[src/rtl/swb_pkg.sv]
// Shared definitions for the store write buffer.
//   swb_state_e : drain FSM state encoding (IDLE, REQ)
//   SWB_DEPTH, SWB_ADDR_W, SWB_DATA_W : default parameter values
package swb_pkg;

  localparam int SWB_DEPTH  = 4;
  localparam int SWB_ADDR_W = 10;
  localparam int SWB_DATA_W = 32;

  typedef enum logic {
    IDLE = 1'b0,
    REQ  = 1'b1
  } swb_state_e;

endpackage

[src/rtl/swb_fifo.sv]
// Entry storage and head/tail/count bookkeeping for the store write buffer.
// Ports:
//   clk, rst        : clock, asynchronous active-low reset
//   push_i          : write push_addr_i/push_data_i at the tail (caller guarantees not full)
//   pop_i           : retire the head entry (caller guarantees not empty)
//   head_ptr_o      : index of the oldest entry
//   count_o         : number of valid entries
//   ent_addr_o/ent_data_o : raw storage, indexed by pointer
module swb_fifo
  import swb_pkg::*;
#(
  parameter int DEPTH  = SWB_DEPTH,
  parameter int ADDR_W = SWB_ADDR_W,
  parameter int DATA_W = SWB_DATA_W,
  localparam int PTR_W = $clog2(DEPTH),
  localparam int CNT_W = $clog2(DEPTH) + 1
) (
  input  logic              clk,
  input  logic              rst,
  input  logic              push_i,
  input  logic              pop_i,
  input  logic [ADDR_W-1:0] push_addr_i,
  input  logic [DATA_W-1:0] push_data_i,
  output logic [PTR_W-1:0]  head_ptr_o,
  output logic [CNT_W-1:0]  count_o,
  output logic [ADDR_W-1:0] ent_addr_o [DEPTH],
  output logic [DATA_W-1:0] ent_data_o [DEPTH]
);

  logic [PTR_W-1:0]  head_q, head_d;
  logic [PTR_W-1:0]  tail_q, tail_d;
  logic [CNT_W-1:0]  count_q, count_d;
  logic [ADDR_W-1:0] addr_q [DEPTH];
  logic [DATA_W-1:0] data_q [DEPTH];

  // DEPTH is a power of two, so plain increment wraps DEPTH-1 -> 0.
  always_comb begin
    head_d  = pop_i  ? head_q + 1'b1 : head_q;
    tail_d  = push_i ? tail_q + 1'b1 : tail_q;
    count_d = count_q + {{(CNT_W-1){1'b0}}, push_i} - {{(CNT_W-1){1'b0}}, pop_i};
  end

  always_ff @(posedge clk or negedge rst) begin
    if (!rst) begin
      head_q  <= '0;
      tail_q  <= '0;
      count_q <= '0;
    end else begin
      head_q  <= head_d;
      tail_q  <= tail_d;
      count_q <= count_d;
    end
  end

  // Storage is not reset; validity is tracked solely by head/count.
  always_ff @(posedge clk) begin
    if (push_i) begin
      addr_q[tail_q] <= push_addr_i;
      data_q[tail_q] <= push_data_i;
    end
  end

  assign head_ptr_o = head_q;
  assign count_o    = count_q;
  assign ent_addr_o = addr_q;
  assign ent_data_o = data_q;

endmodule

[src/rtl/store_write_buffer.sv]
// In-order store write buffer between the core and the data memory.
// Stores are queued and drained one at a time through a req/ack handshake.
// Ports:
//   clk, rst                 : clock, asynchronous active-low reset
//   wr_en, wr_addr, wr_data  : core store; accepted when not full, dropped (ovf) when full
//   full, empty, count, ovf  : occupancy status, sticky overflow flag
//   rd_addr, rd_hit, rd_data : load forwarding lookup
//   mem_req, mem_addr, mem_wdata, mem_ack : drain handshake to data memory
// Build option: define SWB_FORWARD_EN to build the forwarding comparators;
// otherwise rd_hit/rd_data are tied to 0.
module store_write_buffer
  import swb_pkg::*;
#(
  parameter int DEPTH  = SWB_DEPTH,
  parameter int ADDR_W = SWB_ADDR_W,
  parameter int DATA_W = SWB_DATA_W
) (
  input  logic                     clk,
  input  logic                     rst,
  input  logic                     wr_en,
  input  logic [ADDR_W-1:0]        wr_addr,
  input  logic [DATA_W-1:0]        wr_data,
  output logic                     full,
  output logic                     empty,
  output logic [$clog2(DEPTH):0]   count,
  output logic                     ovf,
  input  logic [ADDR_W-1:0]        rd_addr,
  output logic                     rd_hit,
  output logic [DATA_W-1:0]        rd_data,
  output logic                     mem_req,
  output logic [ADDR_W-1:0]        mem_addr,
  output logic [DATA_W-1:0]        mem_wdata,
  input  logic                     mem_ack
);

  localparam int PTR_W = $clog2(DEPTH);
  localparam int CNT_W = $clog2(DEPTH) + 1;

  swb_state_e        state_q, state_d;
  logic              ovf_q, ovf_d;
  logic              push, pop;
  logic [PTR_W-1:0]  head_ptr;
  logic [CNT_W-1:0]  count_q;
  logic [ADDR_W-1:0] ent_addr [DEPTH];
  logic [DATA_W-1:0] ent_data [DEPTH];

  swb_fifo #(
    .DEPTH  (DEPTH),
    .ADDR_W (ADDR_W),
    .DATA_W (DATA_W)
  ) u_fifo (
    .clk         (clk),
    .rst         (rst),
    .push_i      (push),
    .pop_i       (pop),
    .push_addr_i (wr_addr),
    .push_data_i (wr_data),
    .head_ptr_o  (head_ptr),
    .count_o     (count_q),
    .ent_addr_o  (ent_addr),
    .ent_data_o  (ent_data)
  );

  assign full  = (count_q == CNT_W'(DEPTH));
  assign empty = (count_q == '0);
  assign count = count_q;

  // Acceptance looks only at the registered full flag, so a pop in the same
  // cycle never frees a slot for a store that arrives while full.
  assign push = wr_en && !full;
  assign pop  = (state_q == REQ) && mem_ack;

  always_comb begin
    state_d = state_q;
    ovf_d   = ovf_q || (wr_en && full);
    case (state_q)
      IDLE: if (count_q != '0) state_d = REQ;
      // Leave only when the last entry is popped with no store refilling it.
      REQ:  if (mem_ack && (count_q == CNT_W'(1)) && !push) state_d = IDLE;
      default: state_d = IDLE;
    endcase
  end

  always_ff @(posedge clk or negedge rst) begin
    if (!rst) begin
      state_q <= IDLE;
      ovf_q   <= 1'b0;
    end else begin
      state_q <= state_d;
      ovf_q   <= ovf_d;
    end
  end

  assign ovf       = ovf_q;
  assign mem_req   = (state_q == REQ);
  assign mem_addr  = mem_req ? ent_addr[head_ptr] : '0;
  assign mem_wdata = mem_req ? ent_data[head_ptr] : '0;

`ifdef SWB_FORWARD_EN
  // Scan oldest to youngest so the last match (youngest store) wins.
  always_comb begin
    logic [PTR_W-1:0] idx;
    rd_hit  = 1'b0;
    rd_data = '0;
    idx     = '0;
    for (int i = 0; i < DEPTH; i++) begin
      idx = head_ptr + PTR_W'(i);
      if ((CNT_W'(i) < count_q) && (ent_addr[idx] == rd_addr)) begin
        rd_hit  = 1'b1;
        rd_data = ent_data[idx];
      end
    end
  end
`else
  logic unused_rd_addr;
  assign unused_rd_addr = ^rd_addr;
  assign rd_hit  = 1'b0;
  assign rd_data = '0;
`endif

endmodule

[config.mk]
export PLATFORM = sky130hd
export DESIGN_NAME = store_write_buffer
export DESIGN_NICKNAME = d
export VERILOG_FILES = /design/src/rtl/swb_pkg.sv /design/src/rtl/swb_fifo.sv /design/src/rtl/store_write_buffer.sv
export SDC_FILE = /design/constraint.sdc
export NUM_CORES = 1
export LEC_CHECK = 0
export ABC_AREA = 1
export CAP_MARGIN = 20
export CORE_ASPECT_RATIO = 1.2
export CORE_MARGIN = 2
export CORE_UTILIZATION = 53
export CTS_CLUSTER_DIAMETER = 200
export DETAILED_ROUTE_END_ITERATION = 10
export GPL_TIMING_DRIVEN = 0
export PLACE_DENSITY = 0.77
export SLEW_MARGIN = 20
export SYNTH_ARGS = -nofsm -noshare
export SYNTH_HDL_FRONTEND = slang
export SYNTH_HIERARCHICAL = 1
export SYNTH_SLANG_ARGS = --single-unit
[constraint.sdc]
create_clock -name clk -period 2.4 [get_ports clk]
set_input_delay 0.36 -clock clk [delete_from_list [all_inputs] [get_ports clk]]
set_output_delay 0.36 -clock clk [all_outputs]
set_load 0.05 [all_outputs]
==> results of run 1 <==
## stage by stage
stage	instance area [um2]	power [W]	cells	setup TNS (ns)	utilization, %
after floorplan	8000	0.00896	789	0	-
after global placement	9160	0.0111	1058	-27.52	63.5
after detailed placement	9160	0.0112	1058	-35.44	63.5
after CTS	9610	0.0135	1094	0	66.6
after global routing	9640	0.0142	1094	-0.00125	66.8
final	9640	0.0136	1094	0	66.8
## flip-flops by register name, indices dropped and copies added (netlist names)
signal / count
u_fifo/tail_q: 2
u_fifo/ent_addr_o: 40
u_fifo/head_ptr_o: 2
mem_req: 1
u_fifo/ent_data_o: 128
u_fifo/count_o: 3
ovf: 1
## how the worst max path moves through the flow
| stage | cells after the start | end | slack [ns] |
|---|---|---|---|
| finish | 4 | full | 0.06 |
| global route | 4 | full | -0.001 |
| CTS | 7 | mem_wdata[13] | 0.005 |
| detailed placement | 5 | u_fifo/ent_data_o[41] | -0.20 |
| global placement | 5 | mem_wdata[4] | -0.16 |
| floorplan | 6 | u_fifo/ent_addr_o[0] | 0.09 |
## synth_stat cells, types with 2 or more instances
master and count:
buf_4 33, inv_1 186, clkbuf_1 11, inv_2 3, nand3_1 86, nor2_1 2
buf_2 18, a21oi_1 42, ha_1 6, nand2_1 182, xor2_1 2, edfxtp_1 168
dfrtp_1 9
## cells by family after synthesis
kind of cell,count (synthesis),synth area share (%)
other,1,0.0477
XOR/XNOR,3,0.335
flip-flops,177,67.1
AO/OA/AOI/OAI,44,2.84
AND/OR/NAND/NOR,272,14.4
buffers and inverters,253,14.1
adder cells (fa/ha/maj),7,1.21
## final cells by class
class	count	area, um2	area share (%)
plain buffers	64	419	4.35
clock buffers	19	443	4.60
clock inverters	13	161	1.68
inverters	189	728	7.56
multi-input cells	359	1610	16.7
flip-flops and latches	177	5280	54.7
well taps	175	219	2.27
repair buffers	94	753	7.82
repair inverters	4	30.0	0.312
## power by group through the flow
stage	Sequential (W)	Clock [W]	Combinational [W]
after floorplan	0.00442	0	0.00455
after global placement	0.00433	0	0.00676
after detailed placement	0.00436	0	0.00687
after CTS	0.00429	0.00280	0.00646
after global routing	0.00434	0.00294	0.00695
final	0.00429	0.00278	0.00650
## layer usage
metal	up-vias	track usage [%]
met2	211	40.1
met1	2493	26.9
met3	18	4.93
li1	2622	-
met5	-	0
met4	0	7.56
## what timing repair did
item | 4_1_cts | 5_1_grt
hold buffers | 0 | 0
gates resized for setup | 223 | 19
setup buffers | 0 | 0
endpoints found under the setup margin | 210 | 31
cloned | 4 | 0
==> flow_summary.yaml, run 1 <==
setup_path:
  slowest_delay_ns: 0.79
  worst_setup_path_end_kind: "primary output"
  arrival_ns: 1.98
  crit_type: "reg -> out"
  crit_required_ns: 2.04
  reg2reg_from: "u_fifo/count_o[1]"
  rrSetupSlack_ns: 0.26
  crit_slowest_cell: "clkdlybuf4s50_1"
  reg2reg_to: "u_fifo/ent_data_o[113]"
  critPathTopFamily: "buffers and inverters"
  path_cells: "inv_1, nand3_1, clkinvlp_4, clkdlybuf4s50_1"
  r2r_cells: 6
  critPathBufInv: 3
  crit_start: "u_fifo/count_o[1]"
  startpoint_type: "flop"
  cp_max_fo: 5
detailed_routing:
  drt-met1-wl_mm: 6.65
  via_count: 5344
  dr.first_iter.drc_count: 421
  drc: 0
  first_pass_iters: 5
  routed_wirelength_mm: 17.2
  via_per_inst: 4.88
  wl_met2_mm: 9.07
  wl_per_cell_um: 15.7
  wl_met3_mm: 1.26
  antenna_left: 0
  dr.max_layer_used: "met4"
timing:
  max_freq_mhz: 427
  setup_violations: 0
  relSlewSlack_pct: 58.1
  rsz0062_at_grt: "true"
  hold_violations: 0
  drv_slew: 0
  skew_ns: 0.00754
  timing.final.ws_setup_ns: 0.0577
  period_share_pct: 97.6
  worst_pin_slew_ns: 0.628
  layout_min_cycle_time_ns: 2.34
  whs_ns: 0.262
clock_network:
  root_buffer: "clkbuf_16"
  clock_sinks: 177
  cts_buffers: 17
  cts_tree: "yes"
  clock_tree.buffer_depth: 2
  clk_latency_ns: 0.42
  path_clk_slew_ns: 0.06
  htree_levels: 4
cells_and_area:
  layout.cells.most_common_list: "nand2_1 (182), inv_1 (181), edfxtp_1 (168)"
  diodes: 0
  num-fill-cells: 1094
  final_nets: 969
  layout_commonest_cell: "nand2_1"
  layout-drive-gt1-share_pct: 16.3
  area_growth_pct: 22.7
floorplanning:
  core_mm2: 0.0144
  die_w_um: 115
  die_h_um: 137
  initial_core_util_pct: 54.5
  io_pins: 138
  num_rows: 48
  die_area_mm2: 0.0158
power_and_ir_drop:
  p_switching_w: 0.00621
  power.share.clock_pct: 20.5
  swShare_pct: 45.7
  p_int_w: 0.00736
  seqPwrFrac_pct: 31.6
  p_comb_share_pct: 47.9
  cellPowerDensity_mw_per_mm2: 1410
  leakagePower_nw: 4.40
  vdd_ir_drop_max_uv: 757
placement:
  portBuffers: 94
  place_ws_ns: -0.205
  place.gp.congestion: 0.735
  dpl.hpwl_mm: 9.99
synth:
  synth_edf_count: 168
  synthArstFlopShare_pct: 5.08
  netlist_area_mm2: 0.00785
  ys_types: 22
  synth.largest_area_cell: "edfxtp_1"
  ys_top_cells_by_area: "edfxtp_1 (64%), inv_1 (8.9%), nand2_1 (8.7%), nand3_1 (5.5%), buf_4 (3.2%)"
  synth_cells: 757
  ys_warn_count: 6
  ys_seq_area_share_pct: 67.1
  synth_top_area_share_pct: 64.2
  ys_ff_latch: 177
  syn_area_per_cell_um2: 10.4
  ys.flop_type: "edfxtp_1"
flow_run:
  max-cap-violations: 0
global_route:
  grtUsageTotal_pct: 22.5
  overflow: 0
  grt_max_degree: 22
  grt_pass1_vias: 5172
  grt_first_pass_wirelength_mm: 26.0
  antenna_found_initial: 0
outcome:
  outcome: "completed"
min_path:
  hold_path_class: "in -> async"
Note: power is estimated with default switching activity, not from simulation.
==> run 2, diff against run 1 <==
ABC_AREA = 0   (was 1)
CAP_MARGIN = unset   (was 20)
CORE_UTILIZATION = 52   (was 53)
==> flow_summary.yaml, run 2 <==
min_path:
  hold_path_class: "in -> async"
cells_and_area:
  diodes: 0
  largest_reg_flops: 128
  final_nets: 600
  num-fill-cells: 931
  layout-drive-gt1-share_pct: 23.1
  layout.cells.most_common_list: "edfxtp_1 (168), mux2i_1 (84), clkdlybuf4s50_1 (51)"
  instances_no_fill: 718
  layout_commonest_cell: "edfxtp_1"
  area_growth_pct: 23.7
detailed_routing:
  drc: 0
  first_pass_iters: 4
  antenna_left: 0
  routed_wirelength_mm: 13.0
  dr.first_iter.drc_count: 185
  wl_per_cell_um: 18.1
  via_per_inst: 5.21
  via_count: 3738
setup_path:
  reg2reg_from: "u_fifo/count_o[2]"
  worst_setup_path_end_kind: "primary output"
  crit_slowest_cell: "dfrtp_1"
  slowest_delay_ns: 0.41
  cp_common_cell: "buf_2"
  crit_type: "reg -> out"
  critPathBufInv: 3
  path_cells: "nand2b_1, buf_2, clkbuf_2, o22ai_1, buf_2"
  arrival_ns: 1.96
  cp_max_fo: 10
  startpoint_type: "flop"
  crit_start: "u_fifo/head_ptr_o[0]"
  crit_required_ns: 2.04
  critPathTopFamily: "buffers and inverters"
clock_network:
  post_cts_buffers: 0
  cts_tree: "yes"
  htree_levels: 4
  clock_sinks: 177
  cts_buffers: 17
  clk_latency_ns: 0.41
  clock_tree.buffer_depth: 2
  path_clk_slew_ns: 0.06
  root_buffer: "clkbuf_16"
power_and_ir_drop:
  leakagePower_nw: 3.41
  p_comb_share_pct: 44.9
  seqPwrFrac_pct: 34.3
  fin_total_pwr_w: 0.0125
  p_int_w: 0.00729
  vdd_ir_drop_max_uv: 827
  swShare_pct: 41.8
  cellPowerDensity_mw_per_mm2: 1430
  p_switching_w: 0.00525
  power.share.clock_pct: 20.8
timing:
  hold_violations: 0
  fin_tns_setup_ns: 0
  max_freq_mhz: 432
  relSlewSlack_pct: 54.2
  period_share_pct: 96.5
  whs_ns: 0.247
  rsz0062_at_grt: "false"
  layout_min_cycle_time_ns: 2.32
  skew_ns: 0.00542
  worst_pin_slew_ns: 0.686
  setup_violations: 0
  drv_slew: 0
synth:
  ys_ff_latch: 177
  ys_top_cells_by_area: "edfxtp_1 (71%), mux2i_1 (12%), o22ai_1 (3.7%), buf_4 (3.5%), dfrtp_1 (3.2%)"
  synth_top_area_share_pct: 71.2
  ys_warn_count: 6
  synth_cells: 392
  synth.largest_area_cell: "edfxtp_1"
  ys_types: 27
  netlist_area_mm2: 0.00709
  ys.flop_type: "edfxtp_1"
  synth.most_common_cell: "edfxtp_1"
  syn_area_per_cell_um2: 18.1
  synthArstFlopShare_pct: 5.08
  synth_edf_count: 168
  ys_seq_area_share_pct: 74.4
  synth_common_cells: "edfxtp_1 (168), mux2i_1 (84), o22ai_1 (42)"
flow_run:
  max-cap-violations: 0
global_route:
  antenna_found_initial: 0
  grtUsageTotal_pct: 18.0
  grt_max_degree: 43
  grt_first_pass_wirelength_mm: 20.3
  grt_pass1_vias: 3959
  overflow: 0
placement:
  portBuffers: 94
  place.gp.congestion: 0.699
  dp_cells: 686
  dpl.hpwl_mm: 7.72
floorplanning:
  die_w_um: 111
  initial_core_util_pct: 53.3
  die_h_um: 132
  num_rows: 46
  io_pins: 138
  die_area_mm2: 0.0146
  core_mm2: 0.0133
outcome:
  outcome: "completed"
-- run 2: changes by cell type after synthesis, sizes merged, moves of 5 or more --
cell / change
a21oi: -42
and2: +5
buf: -11
inv: -183
mux2i: +84
nand2: -179
nand3: -86
o22ai: +42
-- run 2: logic make-up after synthesis --
| family | count (synthesis) | share of synthesized area, % |
|---|---|---|
| simple gates | 15 | 1.20 |
| other cells | 1 | 0.0529 |
| flops | 177 | 74.4 |
| xor+xnor | 5 | 0.618 |
| mux | 84 | 11.9 |
| compound gates | 45 | 3.96 |
| buf+inv | 58 | 6.59 |
| fa+ha+maj | 7 | 1.34 |
-- run 2: worst reg2reg max path, delay by kind of cell, from the launching register on --
kind,cells,cell delay (ns)
and+or+nand+nor,3,1.33
DFF,1,0.44
-- run 2: metrics by stage --
| stage | cell area (um2) | setup slack, ns | util (%) |
|---|---|---|---|
| after floorplan | 7220 | 0.0453 | - |
| after global placement | 8370 | -0.328 | 63.0 |
| after detailed placement | 8380 | -0.145 | 63.0 |
| after CTS | 8950 | 0.000904 | 67.4 |
| after global routing | 8770 | 0.000251 | 65.9 |
| final | 8770 | 0.0841 | 65.9 |
-- run 2: metal layers --
| metal | vias to the layer above | GRT usage [%] | wire, um |
|---|---|---|---|
| met3 | 19 | 4.69 | 648 |
| met5 | - | 0 | 0 |
| li1 | 1755 | - | - |
| met4 | 0 | 6.11 | 243 |
| met2 | 127 | 33.4 | 6890 |
| met1 | 1837 | 20.1 | 5180 |
-- run 2: timing repair --
item	in CTS	in global routing
resized for setup	153	64
hold buffers	0	0
endpoints found under the setup margin	42	34
-- run 2: final cells by class --
type / instances / area, um2 / share of cell area [%]
Sequential cell: 177 / 5270 / 60.1
Multi-Input combinational cell: 189 / 1490 / 17.0
Clock buffer: 18 / 429 / 4.90
Buffer: 52 / 454 / 5.18
Clock inverter: 14 / 141 / 1.61
Tap cell: 168 / 210 / 2.40
Inverter: 6 / 22.5 / 0.257
Timing Repair Buffer: 94 / 747 / 8.52
-- run 2: worst paths after layout --
path | end | slack, ns | cells after the start
min in group clk | ovf | 0.47 | 1
setup reg to reg | u_fifo/ent_data_o[65] | 0.24 | 3
max in group asynchronous | u_fifo/count_o[2] | 1.84 | 1
hold / removal | ovf | 0.25 | 1
hold reg to reg | ovf | 0.47 | 1
setup / recovery | mem_addr[2] | 0.08 | 5
-- run 2: power by group through the flow --
stage / sequential, W / clock [W] / combinational (W)
after floorplan: 0.00443 / 0 / 0.00417
after global placement: 0.00433 / 0 / 0.00607
after detailed placement: 0.00436 / 0 / 0.00613
after CTS: 0.00430 / 0.00268 / 0.00596
after global routing: 0.00435 / 0.00280 / 0.00594
final: 0.00430 / 0.00261 / 0.00563
==> run 3, diff against run 2 <==
GPL_ROUTABILITY_DRIVEN = 0   (was unset)
MAX_ROUTING_LAYER = met4   (was unset)
==> flow_summary.yaml, run 3 (synthesized netlist as in run 2, its figures left out) <==
clock_network:
  clk_latency_ns: 0.41
  clock_tree.buffer_depth: 2
  root_buffer: "clkbuf_16"
  cts_buffers: 17
  hold_buffers: 0
  cts_tree: "yes"
  clock_sinks: 177
  path_clk_slew_ns: 0.06
  htree_levels: 4
cells_and_area:
  largest_reg_flops: 128
  area_growth_pct: 23.7
  utilization_pct: 65.9
  layout-drive-gt1-share_pct: 23.1
  layout.cells.most_common_list: "edfxtp_1 (168), mux2i_1 (84), clkdlybuf4s50_1 (51)"
  diodes: 0
  final_nets: 600
  instances_no_fill: 718
  layout_commonest_cell: "edfxtp_1"
timing:
  max_freq_mhz: 431
  drv_slew: 0
  skew_ns: 0.00414
  period_share_pct: 96.6
  rsz0062_at_grt: "false"
  setup_violations: 0
  layout_min_cycle_time_ns: 2.32
  whs_ns: 0.248
  hold_violations: 0
  relSlewSlack_pct: 54.3
  worst_pin_slew_ns: 0.686
global_route:
  antenna_found_initial: 0
  grt_first_pass_wirelength_mm: 20.3
  grtUsageTotal_pct: 18.6
  grt_max_degree: 43
  grt_pass1_vias: 3963
  overflow: 0
floorplanning:
  die_h_um: 132
  core_mm2: 0.0133
  io_pins: 138
  num_rows: 46
  die_area_mm2: 0.0146
  initial_core_util_pct: 53.3
  die_w_um: 111
detailed_routing:
  routed_wirelength_mm: 12.9
  first_pass_iters: 4
  wl_per_cell_um: 18.0
  antenna_left: 0
  dr.first_iter.drc_count: 199
  via_per_inst: 5.22
  via_count: 3751
  drc: 0
outcome:
  outcome: "completed"
setup_path:
  r2r_cells: 3
  reg2reg_from: "u_fifo/count_o[2]"
  endpoint: "mem_addr[2]"
  rrSetupSlack_ns: 0.23
  worst_setup_path_end_kind: "primary output"
  crit_start: "u_fifo/head_ptr_o[0]"
  crit_required_ns: 2.04
  reg2reg_to: "u_fifo/ent_data_o[65]"
  crit_type: "reg -> out"
  startpoint_type: "flop"
  arrival_ns: 1.96
  cp_max_fo: 10
min_path:
  hold_path_class: "in -> async"
power_and_ir_drop:
  vdd_ir_drop_max_uv: 828
  cellPowerDensity_mw_per_mm2: 1430
  leakagePower_nw: 3.41
  fin_total_pwr_w: 0.0125
placement:
  dpl.hpwl_mm: 7.72
  dp_cells: 686
  portBuffers: 94
flow_run:
  max-cap-violations: 0
[run 3: metal layers]
layer	track usage (%)	part of all wire [%]	vias to the layer above
li1	-	-	1752
met1	20.5	40	1867
met2	33.4	54	111
met3	4.23	4.1	21
met4	6.11	1.9	0
met5	-	0	-
[run 3: layout make-up]
| cell class | instances | area, um2 |
|---|---|---|
| clock inverters | 14 | 141 |
| multi-input cells | 189 | 1490 |
| fillers | 931 | 4530 |
| flip-flops and latches | 177 | 5270 |
| clock buffers | 18 | 429 |
| well taps | 168 | 210 |
| inverters | 6 | 22.5 |
| repair buffers | 94 | 747 |
| plain buffers | 52 | 454 |
[run 3: power by group]
group,internal [W],switching [W]
sequential,0.00409,0.000209
combinational,0.00168,0.00395
clock,0.00153,0.00109
total,0.00729,0.00525
[run 3: worst min-delay path by stage]
stage,end,slack (ns),startpoint
after global placement,ovf,0.44,ovf
after global routing,ovf,0.28,rst
after CTS,ovf,0.25,rst
final,ovf,0.25,rst
after floorplan,mem_req,0.06,rst
after detailed placement,ovf,0.47,ovf
[run 3: what timing repair did]
item / in CTS / in global routing
endpoints found under the setup margin: 42 / 34
resized for setup: 153 / 64
setup buffers: 0 / 0
hold endpoints to repair: 0 / 0
[run 3: metrics by stage]
| step | setup TNS (ns) | area (um2) | setup slack [ns] |
|---|---|---|---|
| after global routing | 0 | 8770 | 0.000290 |
| final | 0 | 8770 | 0.0823 |
| after CTS | 0 | 8950 | 0.000904 |
| after detailed placement | -16.41 | 8380 | -0.145 |
| after global placement | -56.36 | 8370 | -0.328 |
| after floorplan | 0 | 7220 | 0.0453 |
[run 3: worst max-delay path: stages, from the launching register on]
cell	delay [ns]
dfrtp_1	0.41
nand2b_1	0.15
buf_2	0.16
clkbuf_2	0.24
o22ai_1	0.27
buf_2	0.31
